### src/rtl/spi_codec_target.sv
// Mode-0 SPI target oversampled on the system clock.
// Shifts a word in on mosi while returning the held sample on miso.
module spi_codec_target #(
   parameter int WIDTH       = 16,
   parameter int SYNC_STAGES = 2
) (
   input  logic             wb_clk_i,
   input  logic             wb_rst_i,
   input  logic             sclk,
   input  logic             cs,
   input  logic             mosi,
   output logic             miso,
   output logic             miso_oeb,
   input  logic [WIDTH-1:0] tx_data,
   input  logic             tx_we,
   output logic [WIDTH-1:0] rx_data,
   output logic             rx_valid,
   output logic             frame_err,
   output logic             tx_underrun,
   output logic             busy
);

   localparam int CW = $clog2(WIDTH + 1);

   typedef enum logic [1:0] {
      S_IDLE,
      S_SHIFT,
      S_DONE
   } state_t;

   state_t r_state, w_next;

   logic [SYNC_STAGES-1:0] r_sclk_sync, r_cs_sync, r_mosi_sync;
   logic                   r_sclk_d, r_cs_d;
   logic [WIDTH-1:0]       r_hold, r_tx, r_rx, r_rx_data;
   logic [CW-1:0]          r_cnt;
   logic                   r_fresh, r_ovr;
   logic                   r_miso, r_oeb;
   logic                   r_rx_valid, r_frame_err, r_tx_underrun;

   logic w_sclk_s, w_cs_s, w_mosi_s;
   logic w_sclk_rise, w_sclk_fall, w_cs_rise, w_cs_fall;
   logic w_start, w_rx_shift, w_fin, w_abort;
   logic w_tx_shift, w_ovr, w_to_idle;

   assign w_sclk_s = r_sclk_sync[SYNC_STAGES-1];
   assign w_cs_s   = r_cs_sync[SYNC_STAGES-1];
   assign w_mosi_s = r_mosi_sync[SYNC_STAGES-1];

   assign w_sclk_rise = w_sclk_s & ~r_sclk_d;
   assign w_sclk_fall = ~w_sclk_s & r_sclk_d;
   assign w_cs_rise   = w_cs_s & ~r_cs_d;
   assign w_cs_fall   = ~w_cs_s & r_cs_d;

   // cs idles high so the chain resets to ones; no spurious edge after reset
   always_ff @(posedge wb_clk_i or posedge wb_rst_i) begin
      if (wb_rst_i) begin
         r_sclk_sync <= '0;
         r_cs_sync   <= '1;
         r_mosi_sync <= '0;
         r_sclk_d    <= 1'b0;
         r_cs_d      <= 1'b1;
      end else begin
         r_sclk_sync <= {r_sclk_sync[SYNC_STAGES-2:0], sclk};
         r_cs_sync   <= {r_cs_sync[SYNC_STAGES-2:0], cs};
         r_mosi_sync <= {r_mosi_sync[SYNC_STAGES-2:0], mosi};
         r_sclk_d    <= w_sclk_s;
         r_cs_d      <= w_cs_s;
      end
   end

   always_ff @(posedge wb_clk_i or posedge wb_rst_i) begin
      if (wb_rst_i) r_state <= S_IDLE;
      else          r_state <= w_next;
   end

   always_comb begin
      w_next     = r_state;
      w_start    = 1'b0;
      w_rx_shift = 1'b0;
      w_fin      = 1'b0;
      w_abort    = 1'b0;
      w_tx_shift = 1'b0;
      w_ovr      = 1'b0;
      unique case (r_state)
         S_IDLE: begin
            if (w_cs_fall) begin
               w_start = 1'b1;
               w_next  = S_SHIFT;
            end
         end
         S_SHIFT: begin
            if (w_sclk_rise) begin
               w_rx_shift = 1'b1;
               if (r_cnt == CW'(WIDTH - 1)) begin
                  w_fin  = 1'b1;
                  w_next = S_DONE;
               end
            end
            if (w_sclk_fall && r_cnt < CW'(WIDTH))
               w_tx_shift = 1'b1;
            // a final bit landing with cs rise still completes the frame
            if (w_cs_rise) begin
               w_abort = ~w_fin;
               w_next  = S_IDLE;
            end
         end
         S_DONE: begin
            if (w_sclk_rise && !r_ovr)
               w_ovr = 1'b1;
            if (w_cs_rise)
               w_next = S_IDLE;
         end
         default: w_next = S_IDLE;
      endcase
      w_to_idle = (r_state != S_IDLE) && (w_next == S_IDLE);
   end

   always_ff @(posedge wb_clk_i or posedge wb_rst_i) begin
      if (wb_rst_i) begin
         r_hold        <= '0;
         r_fresh       <= 1'b0;
         r_tx          <= '0;
         r_rx          <= '0;
         r_rx_data     <= '0;
         r_cnt         <= '0;
         r_ovr         <= 1'b0;
         r_miso        <= 1'b0;
         r_oeb         <= 1'b1;
         r_rx_valid    <= 1'b0;
         r_frame_err   <= 1'b0;
         r_tx_underrun <= 1'b0;
      end else begin
         r_rx_valid    <= w_fin;
         r_frame_err   <= w_abort | w_ovr;
         r_tx_underrun <= w_start & ~r_fresh;
         if (tx_we) begin
            r_hold  <= tx_data;
            r_fresh <= 1'b1;
         end else if (w_start) begin
            r_fresh <= 1'b0;
         end
         if (w_start) begin
            r_tx   <= r_hold;
            r_miso <= r_hold[WIDTH-1];
            r_oeb  <= 1'b0;
            r_cnt  <= '0;
            r_ovr  <= 1'b0;
         end
         if (w_rx_shift) begin
            r_rx  <= {r_rx[WIDTH-2:0], w_mosi_s};
            r_cnt <= r_cnt + CW'(1);
         end
         if (w_fin) begin
            r_rx_data <= {r_rx[WIDTH-2:0], w_mosi_s};
            r_miso    <= 1'b0;
         end else if (w_tx_shift) begin
            r_tx   <= r_tx << 1;
            r_miso <= r_tx[WIDTH-2];
         end
         if (w_ovr)
            r_ovr <= 1'b1;
         if (w_to_idle) begin
            r_oeb  <= 1'b1;
            r_miso <= 1'b0;
         end
      end
   end

   assign miso        = r_miso;
   assign miso_oeb    = r_oeb;
   assign rx_data     = r_rx_data;
   assign rx_valid    = r_rx_valid;
   assign frame_err   = r_frame_err;
   assign tx_underrun = r_tx_underrun;
   assign busy        = (r_state != S_IDLE);

endmodule

### config.mk
export PLATFORM = sky130hd
export DESIGN_NAME = spi_codec_target
export DESIGN_NICKNAME = d
export VERILOG_FILES = /design/src/rtl/spi_codec_target.sv
export SDC_FILE = /design/constraint.sdc
export NUM_CORES = 1
export LEC_CHECK = 0
export CORE_UTILIZATION = 49
export CTS_BUF_LIST = sky130_fd_sc_hd__clkbuf_4 sky130_fd_sc_hd__clkbuf_8 sky130_fd_sc_hd__clkbuf_16
export DETAILED_ROUTE_END_ITERATION = 6
export GPL_TIMING_DRIVEN = 0
export PLACE_DENSITY_LB_ADDON = 0.2
export SYNTH_ARGS = -nofsm -noshare
export SYNTH_HDL_FRONTEND = slang
export SYNTH_SLANG_ARGS = --single-unit
export TNS_END_PERCENT = 100
### constraint.sdc
create_clock -name wb_clk_i -period 2.7 [get_ports wb_clk_i]
set_input_delay 0.54 -clock wb_clk_i [delete_from_list [all_inputs] [get_ports wb_clk_i]]
set_output_delay 0.54 -clock wb_clk_i [all_outputs]
set_load 0.05 [all_outputs]
=== Word-level counts from Yosys, hierarchy flattened ===
Cells that the tools add are included.
Widths: inputs -> output; s select.

* Register bits: 85
* Output and inout port bits: 22
* Word-level logic and storage cells: 80

* Add/subtract/negate cells: 1
* Magnitude comparators: 1
* Equality and inequality tests: 3
* Mux-type cells: 33
* Bitwise gates (word level): 12
* Reductions and logical operators: 12

{| class="wikitable"
|+ Operator list
! kind !! number
|-
| $mux 16 || 3
|-
| $mux 1 || 22
|-
| $mux 2 || 5
|-
| $mux 5 || 2
|-
| $reduce_bool 2->1 || 5
|-
| $not 1->1 || 6
|-
| $pmux 2 s3 || 1
|-
| $add 5x1->5 const B || 1
|-
| $and 1x1->1 || 5
|-
| $eq 5x4->1 const B || 1
|-
| $lt 5x5->1 const B || 1
|-
| $logic_not 2->1 || 2
|-
| $reduce_bool 4->1 || 1
|-
| $logic_and 1x1->1 || 3
|-
| $eq 2x1->1 const B || 1
|-
| $eq 2x2->1 const B || 1
|-
| $logic_not 1->1 || 1
|-
| $or 1x1->1 || 1
|}

=== Depth between registers and ports, before layout ===
Gate-level depths: netlist of the first run.

* Depth after elaboration: 8
* Mapped depth: 8
* Depth with buffers taken out: 7

=== Least setup slack after synthesis of the first run ===
Ideal clock, no wire load.

* Path type: register to register
* From: reg r_cnt[0]
* To: reg r_rx_data[0] (netlist: rx_data[0])
* Setup time: 125 ps
* Data arrival time: 1761 ps
* Required time: 2575 ps
* Slack: 814 ps
* Cell stages (with the launch flop): 9
* Buffers on the path: 1
* Period minus slack after synthesis: 1886 ps
* Cells stage by stage: dfrtp_1 ha_1 and3_1 ha_1 and3b_1 nand2_1 inv_2 buf_2 mux2_2

* Cells in the longest elaborated chain, start to end: 5

{| class="wikitable"
|+ Ends and longest elaborated chain
! item !! line !! RTL
|-
| start, declared || 36 || <nowiki>logic [CW-1:0] r_cnt;</nowiki>
|-
| start signal, assigned || 152 || <nowiki>r_cnt <= r_cnt + CW'(1);</nowiki>
|-
| $eq 5x4->1 || 95 || <nowiki>if (r_cnt == CW'(WIDTH - 1)) begin</nowiki>
|-
| $mux 1 || 95 ||
|-
| $mux 1 || 93 || <nowiki>if (w_sclk_rise) begin</nowiki>
|-
| $mux 1 (2 in series) || 85 || <nowiki>unique case (r_state)</nowiki>
|-
| via w_fin || 43 || <nowiki>logic w_start, w_rx_shift, w_fin, w_abort;</nowiki>
|-
| end signal, assigned || 155 || <nowiki>r_rx_data <= {r_rx[WIDTH-2:0], w_mosi_s};</nowiki>
|-
| end, declared || 35 || <nowiki>logic [WIDTH-1:0] r_hold, r_tx, r_rx, r_rx_data;</nowiki>
|}

The timed path passes the listed nets, and every way through them passes these cells. The select of a mux whose other input is x is not followed.
A chain may end at the register's enable or synchronous reset.

=== Worst setup path after layout of the first run ===
* From: reg r_state[1]
* To: out busy

* Cells in the longest elaborated chain, start to end: 1

{| class="wikitable"
|+ Ends and longest elaborated chain
! item !! line !! RTL
|-
| start, declared || 31 || <nowiki>state_t r_state, w_next;</nowiki>
|-
| start signal, assigned || 74 || <nowiki>else r_state <= w_next;</nowiki>
|-
| $reduce_bool 2->1 || 176 || <nowiki>assign busy = (r_state != S_IDLE);</nowiki>
|-
| end, declared || 20 || <nowiki>output logic busy</nowiki>
|}

Every way passes these cells.

==> metrics.md, run 1 <==
| Metric | Value |
|---|---|
| Crit-path max cell delay | 700 ps |
| Net Switching | 808.3 uW |
| Port Buffer Count | 42 |
| Largest net degree at the start of global routing | 59 |
| Yosys cell types | 40 |
| Yosys Warn Count | 0 |
| Seq/Total Area, Yosys | 0.6263 |
| Overall routed net length | 5725 um |
| Final Setup Violations | 0 |
| Synthesized netlist net count | 277 |
| Final cell count without fillers | 389 |
| Peak Freq | 414.5 MHz |
| Hold_sp | r_mosi_sync[0]$_DFF_PP0_ |
| DR vias/cell | 5.393 |
| Slew margin rel. | 0.5789 |
| GRT overflow | 0 |
| Clk_skew | 8.164 ps |
| Antenna violations before repair | 0 |
| Clock root buffer | clkbuf_8 |
| Final period utilization | 0.8935 |
| Hpwl dp | 3818 um |
| Setup crit start kind | flip-flop |
| Vias in the first global route | 2,153 |
| Worst-Skew Late Latency | 360 ps |
| Final Instance Area | 4115 sq um |
| Min-Delay Path Class | flip-flop to flip-flop |
| Routability Congestion | 0.7442 |
| CP max stage cell | clkdlybuf4s50_1 |
| Die H | 84.87 um |
| Hold Path End | r_mosi_sync[1]$_DFF_PP0_ |
| Post-layout util | 0.6336 |
| Worst path cell trace | buf_6, or2_2, clkdlybuf4s50_1 |
| Starting density of the core | 0.5180 |
| Number of flops mapped to enable cells by yosys | 0 |
| Crit path DAT | 1870 ps |
| Synth Area per Inst | 13.30 sq um |
| Filler Cells Inserted | 528 |
| Status | complete, no violations |
| Pwr dens | 714.8 nW/um^2 |
| Int Pwr | 2133 uW |
| I/O pin total | 44 |
| Hold_buf cts | 0 |
| Ratio of cells with drive above 1 in the final layout | 0.2788 |
| # clock sinks | 84 |
| Post-CTS Setup Repair Bufs | 0 |
| Synth area leaders | dfrtp_1 60%, mux2_2 16%, nand2_1 3.6% |
| Buf/Inv on CP | 2 |
| Cts bufs inserted | 9 |
| DR pass1 iterations | 6 |
| Buffer depth of the longest clock path | 2 |
| RSZ-0062 raised after global routing | no |
| Kind of critical path | flip-flop to primary output |
| Logic pwr share | 0.157 |
| Detailed-route DRC error count | 0 |
| Placed inst area | 3911 sq um |
| Cells after Synth | 253 |
| Worst-path maximum fanout | 10 |
| CTS tree | built |
| Clock-pin slew on the worst setup and hold paths | 90 ps |
| Reg2Reg Setup Slack | 570 ps |
| CTS resizes | 0 |
| Fraction of registers with async set or reset after synthesis | 1.000 |
| Setup ws final | 287.5 ps |
| Final Slew Violations | 0 |
| Most common cell in the netlist | dfrtp_1 |
| WP data required | 2160 ps |
| WL/cell | 14.72 um |
| Peak VDD IR | 0.3734 mV |
| Primary FF master, synth | dfrtp_1 |
| Die width | 84.87 um |
| Post-DRT Antenna Nets | 0 |
| Critical R2R Launch | r_cnt[0]$_DFFE_PP0P_ |
| Yosys top cell area share | 0.5950 |
| Layout overhead on the synthesized area | 22.31% |
| Hold Fails Final Rpt | 0 |
| CP Capture Type | primary output |
| Starting DRT DRC Count | 89 |
| Leading area contributor after synthesis | dfrtp_1 |
| Worst r2r dst | rx_data[0]$_DFFE_PP0P_ |
| Final min period | 2412 ps |
| Seq pwr share | 0.534 |
| Synth Cell Area | 3364 sq um |
| Via count | 2,098 |
| Antenna diode count | 0 |
| Clock power frac | 0.310 |
| Pre-CTS WS | 563.7 ps |
| Area of the multi-input gates | 1149 sq um |
| Sequential cell area | 2107 sq um |
| MaxCap Viol Count | 0 |
| Hold Path Stages | 0 |
| Switching part of the total | 0.2748 |
| Full die area | 7202 sq um |
| Worst-Margin Slew | 628.9 ps |
| Row count | 29 |
| Leak Pwr | 0.001862 uW |
| Global-route usage over all layers | 0.1826 |
| Most common library cells after synthesis | 80 x dfrtp_1, 49 x mux2_2, 32 x nand2_1 |
| Worst Reg-to-Reg Cells | 8 |
| H-Tree Depth | 3 |
| Synth Register Bits | 84 |
| Post-Place Cells | 373 |
| First-pass GRT wire length | 10,090 um |
| Layout Nets | 331 |
| CP top delay family | buffers and inverters |
| Core ar. | 6495 sq um |
==> flip-flops by register name (all words and copies together) (netlist names) <==
signal       flops
rx_valid         1
r_hold          16
rx_data         16
tx_underrun      1
r_fresh          1
r_sclk_d         1
miso_oeb         1
r_cs_d           1
miso             1
r_sclk_sync      2
r_state          2
r_ovr            1
r_tx            15
r_mosi_sync      2
r_cs_sync        2
frame_err        1
r_rx            15
r_cnt            5
==> worst reg2reg max path, delay by kind of cell, from the launching register on <==
family | cells | cell delay (ps)
flops | 1 | 390
simple gates | 3 | 500
buf+inv | 2 | 420
fa+ha+maj | 2 | 350
mux | 1 | 360
==> power groups by stage <==
stage | combinational [uW] | sequential [uW] | clock (uW)
floorplan | 307 | 1600 | 0
global placement | 446 | 1590 | 0
detailed placement | 464 | 1590 | 0
CTS | 468 | 1570 | 938
global route | 514 | 1590 | 991
finish | 461 | 1570 | 911
==> how the worst max path moves through the flow <==
stage | from | end | cells past startpoint
3_3_place_gp | wb_rst_i | rx_data[11]$_DFFE_PP0P_ | 2
2_1_floorplan | wb_rst_i | frame_err$_DFF_PP0_ | 1
6_report | r_state[1]$_DFF_PP0_ | busy | 3
4_1_cts | r_state[1]$_DFF_PP0_ | busy | 3
3_5_place_dp | r_cnt[0]$_DFFE_PP0P_ | rx_data[15]$_DFFE_PP0P_ | 8
5_1_grt | r_state[1]$_DFF_PP0_ | busy | 3
==> per-layer routing <==
layer | vias to the layer above | global-route usage | share of wire
li1 | 993 | - | -
met1 | 1059 | 0.2232 | 0.45
met2 | 40 | 0.2986 | 0.49
met3 | 6 | 0.07588 | 0.045
met4 | 0 | 0.05547 | 0.010
met5 | - | 0 | 0
==> layout by cell type (no fill, tap or decap), types with 2 or more instances in the layout <==
master           Yosys  routed
dfrtp_1             80      80
mux2_2              49      49
clkdlybuf4s50_1      0      42
nand2_1             32      32
nor3_1              15      15
a31oi_1             14      14
clkbuf_8             0       9
clkbuf_1             6       6
buf_2                6       6
dfstp_2              4       4
buf_4                3       3
mux2i_1              3       3
a21o_1               3       3
inv_1                4       3
nor2_1               3       3
nor2b_1              2       2
nand2b_1             2       2
a22o_1               2       2
ha_1                 2       2
clkinv_4             0       2
inv_6                0       2
==> cells by family after synthesis <==
group           share of synthesized area
flops                              0.6263
fa+ha+maj                         0.01041
simple gates                       0.1023
buf+inv                           0.03235
compound gates                    0.05578
mux                                0.1729
==> per-stage QoR <==
step,hold WS (ps),total power (uW),TNS (ps)
2_1_floorplan,331.2,1908,0
3_3_place_gp,333.3,2033,-106090
3_5_place_dp,336.3,2056,0
4_1_cts,357.7,2975,0
5_1_grt,365.8,3098,0
6_report,354.1,2942,0
==> final cells by class <==
type	instances	share of cell area
plain buffers	17	0.02189
inverters	5	0.005169
clock buffers	10	0.03192
well taps	77	0.02341
clock inverters	6	0.01763
multi-input cells	147	0.2791
flip-flops and latches	84	0.5120
repair buffers	43	0.1088
Power figures use the tool's default switching activity.
==> inputs of run 2 (changes only) <==
CORE_MARGIN = 4   (was not set)
CORE_UTILIZATION = 58   (was 49)
GPL_ROUTABILITY_DRIVEN = 0   (was not set)
clock period = 3.1 ns   (was 2.7 ns; I/O delays follow)
==> run 2 against run 1 <==
Against the previous run:
- combinational power shrank 13%
- highest routed layer unchanged
- hold slack lost 2.0 ps
- wire length up 3.3%
- global-route usage is 0.46 points higher
- non-clock buffer count unchanged
- register-to-register slack better by 370 ps
- critical path depth is the same
- cell area up 0.85%
- first-iteration DRC count is 16% higher
- sequential power down 13%
- largest cell class unchanged
- count of clock-buffer cells in the layout unchanged
==> metrics.md, run 2 (same netlist as run 1, synthesis figures left out) <==
| Metric | Value |
|---|---|
| Logic pwr share | 0.148 |
| Setup ws final | 588.2 ps |
| Antenna violations before repair | 0 |
| Ratio of cells with drive above 1 in the final layout | 0.2765 |
| Filler Cells Inserted | 381 |
| Cts bufs inserted | 9 |
| Worst path cell trace | buf_6, or2_2, clkdlybuf4s50_1 |
| Largest net degree at the start of global routing | 52 |
| Overall routed net length | 5912 um |
| Seq pwr share | 0.504 |
| Status | complete, no violations |
| Hold_sp | r_mosi_sync[0]$_DFF_PP0_ |
| Sequential cell area | 2107 sq um |
| Clock power frac | 0.348 |
| Reg2Reg Setup Slack | 940 ps |
| DR pass1 iterations | 4 |
| Worst-path maximum fanout | 10 |
| Switching part of the total | 0.2541 |
| Hold_buf cts | 0 |
| Layout Nets | 331 |
| GRT overflow | 0 |
| Vias in the first global route | 2,255 |
| Full die area | 7084 sq um |
| Post-Place Cells | 368 |
| Final period utilization | 0.8102 |
| Most common cell after layout, fill and taps aside | dfrtp_1 |
| WHS | 352.1 ps |
| Clk_skew | 8.768 ps |
| Global-route usage over all layers | 0.1872 |
| Hold Path Stages | 0 |
| Pwr dens | 654.7 nW/um^2 |
| Peak VDD IR | 0.4278 mV |
| Worst Reg-to-Reg Cells | 8 |
| Hpwl dp | 3969 um |
| CP Capture Type | primary output |
| Int Pwr | 2027 uW |
| Final min period | 2512 ps |
| Hold Fails Final Rpt | 0 |
| Worst-Margin Slew | 612.0 ps |
| Leak Pwr | 0.001885 uW |
| Min-Delay Path Class | flip-flop to flip-flop |
| Starting DRT DRC Count | 103 |
| DR vias/cell | 5.399 |
| # clock sinks | 84 |
| Die H | 84.17 um |
| First-pass GRT wire length | 10,420 um |
| Clock root buffer | clkbuf_8 |
| Core ar. | 5574 sq um |
| Net Switching | 690.5 uW |
| Area of the multi-input gates | 1149 sq um |
| Post-layout util | 0.7446 |
| WL/cell | 15.44 um |
| Starting density of the core | 0.6036 |
| CP max stage cell | clkdlybuf4s50_1 |
| Worst r2r dst | rx_data[6]$_DFFE_PP0P_ |
| RSZ-0062 raised after global routing | no |
| Post-CTS Setup Repair Bufs | 0 |
| Antenna diode count | 0 |
| Post-DRT Antenna Nets | 0 |
| Peak Freq | 398.1 MHz |
| Crit path DAT | 1890 ps |
| Most frequent cells in the layout | 80 x dfrtp_1, 49 x mux2_2, 42 x clkdlybuf4s50_1 |
| Final Setup Violations | 0 |
| I/O pin total | 44 |
| Buf/Inv on CP | 2 |
| Buffer depth of the longest clock path | 2 |
| Row count | 27 |
| H-Tree Depth | 3 |
| Detailed-route DRC error count | 0 |
| CP top delay family | buffers and inverters |
| Slew margin rel. | 0.5903 |
| Hold Path End | r_mosi_sync[1]$_DFF_PP0_ |
| WP data required | 2480 ps |
| Port Buffer Count | 42 |
| Final cell count without fillers | 383 |
| Layout overhead on the synthesized area | 23.35% |
| Kind of critical path | flip-flop to primary output |
| CTS resizes | 0 |
| CTS tree | built |
| MaxCap Viol Count | 0 |
| Final Slew Violations | 0 |
| Critical R2R Launch | r_cnt[0]$_DFFE_PP0P_ |
| Setup crit start kind | flip-flop |
| Clock-pin slew on the worst setup and hold paths | 80 ps |
| Crit-path max cell delay | 700 ps |
| Via count | 2,068 |
| Die width | 84.17 um |
| Pre-CTS WS | 939.7 ps |
| Worst-Skew Late Latency | 360 ps |
==> run 2: changes by cell type in the layout (fill, tap and decap cells not counted), sizes merged <==
cell,delta
bufinv,+2
clkinv,-2
clkinvlp,-1
==> run 2: final cells by class <==
cell class / instances / share of cell area
inverter: 5 / 0.005125
clock inverter: 5 / 0.02593
buffer: 17 / 0.02171
tap: 72 / 0.02171
clock buffer: 10 / 0.03316
sequential: 84 / 0.5077
multi-input combinational: 147 / 0.2768
timing repair buffer: 43 / 0.1079
==> run 2: worst reg2reg max path, cell delays in order (launching register included) <==
cell and delay (ps):
dfrtp_1 390, ha_1 190, and3_1 170, ha_1 150, and3b_1 210, nand2_1 140, inv_2 170, buf_2 270
mux2_2 370
==> run 2: worst max path at each step <==
stage | slack [ps] | endpoint | start | cells past startpoint
3_5_place_dp | 940 | rx_data[6]$_DFFE_PP0P_ | r_cnt[0]$_DFFE_PP0P_ | 8
4_1_cts | 570 | busy | r_state[1]$_DFF_PP0_ | 3
3_3_place_gp | -940 | frame_err$_DFF_PP0_ | wb_rst_i | 2
6_report | 590 | busy | r_state[1]$_DFF_PP0_ | 3
5_1_grt | 550 | busy | r_state[1]$_DFF_PP0_ | 3
2_1_floorplan | 320 | frame_err$_DFF_PP0_ | wb_rst_i | 1
==> run 2: power groups by stage <==
stage	Sequential [uW]	Clock [uW]	Combinational, uW
finish	1370	946	401
detailed placement	1390	0	404
floorplan	1390	0	267
global route	1390	1010	446
global placement	1380	0	386
CTS	1370	971	409
==> run 2: stage by stage <==
step,TNS (ps),power [uW],cell area [sq um]
after floorplan,0,1662,3364
after global placement,-75430,1767,3875
after detailed placement,0,1791,3905
after CTS,0,2747,4150
after global routing,0,2845,4150
final,0,2717,4150
==> run 2: routing by layer <==
metal	GRT usage	vias to the layer above	wire length [um]
met5	0	-	0
met2	0.2984	41	2869
met1	0.2312	1028	2601
li1	-	990	-
met3	0.08047	9	353
met4	0.06140	0	87
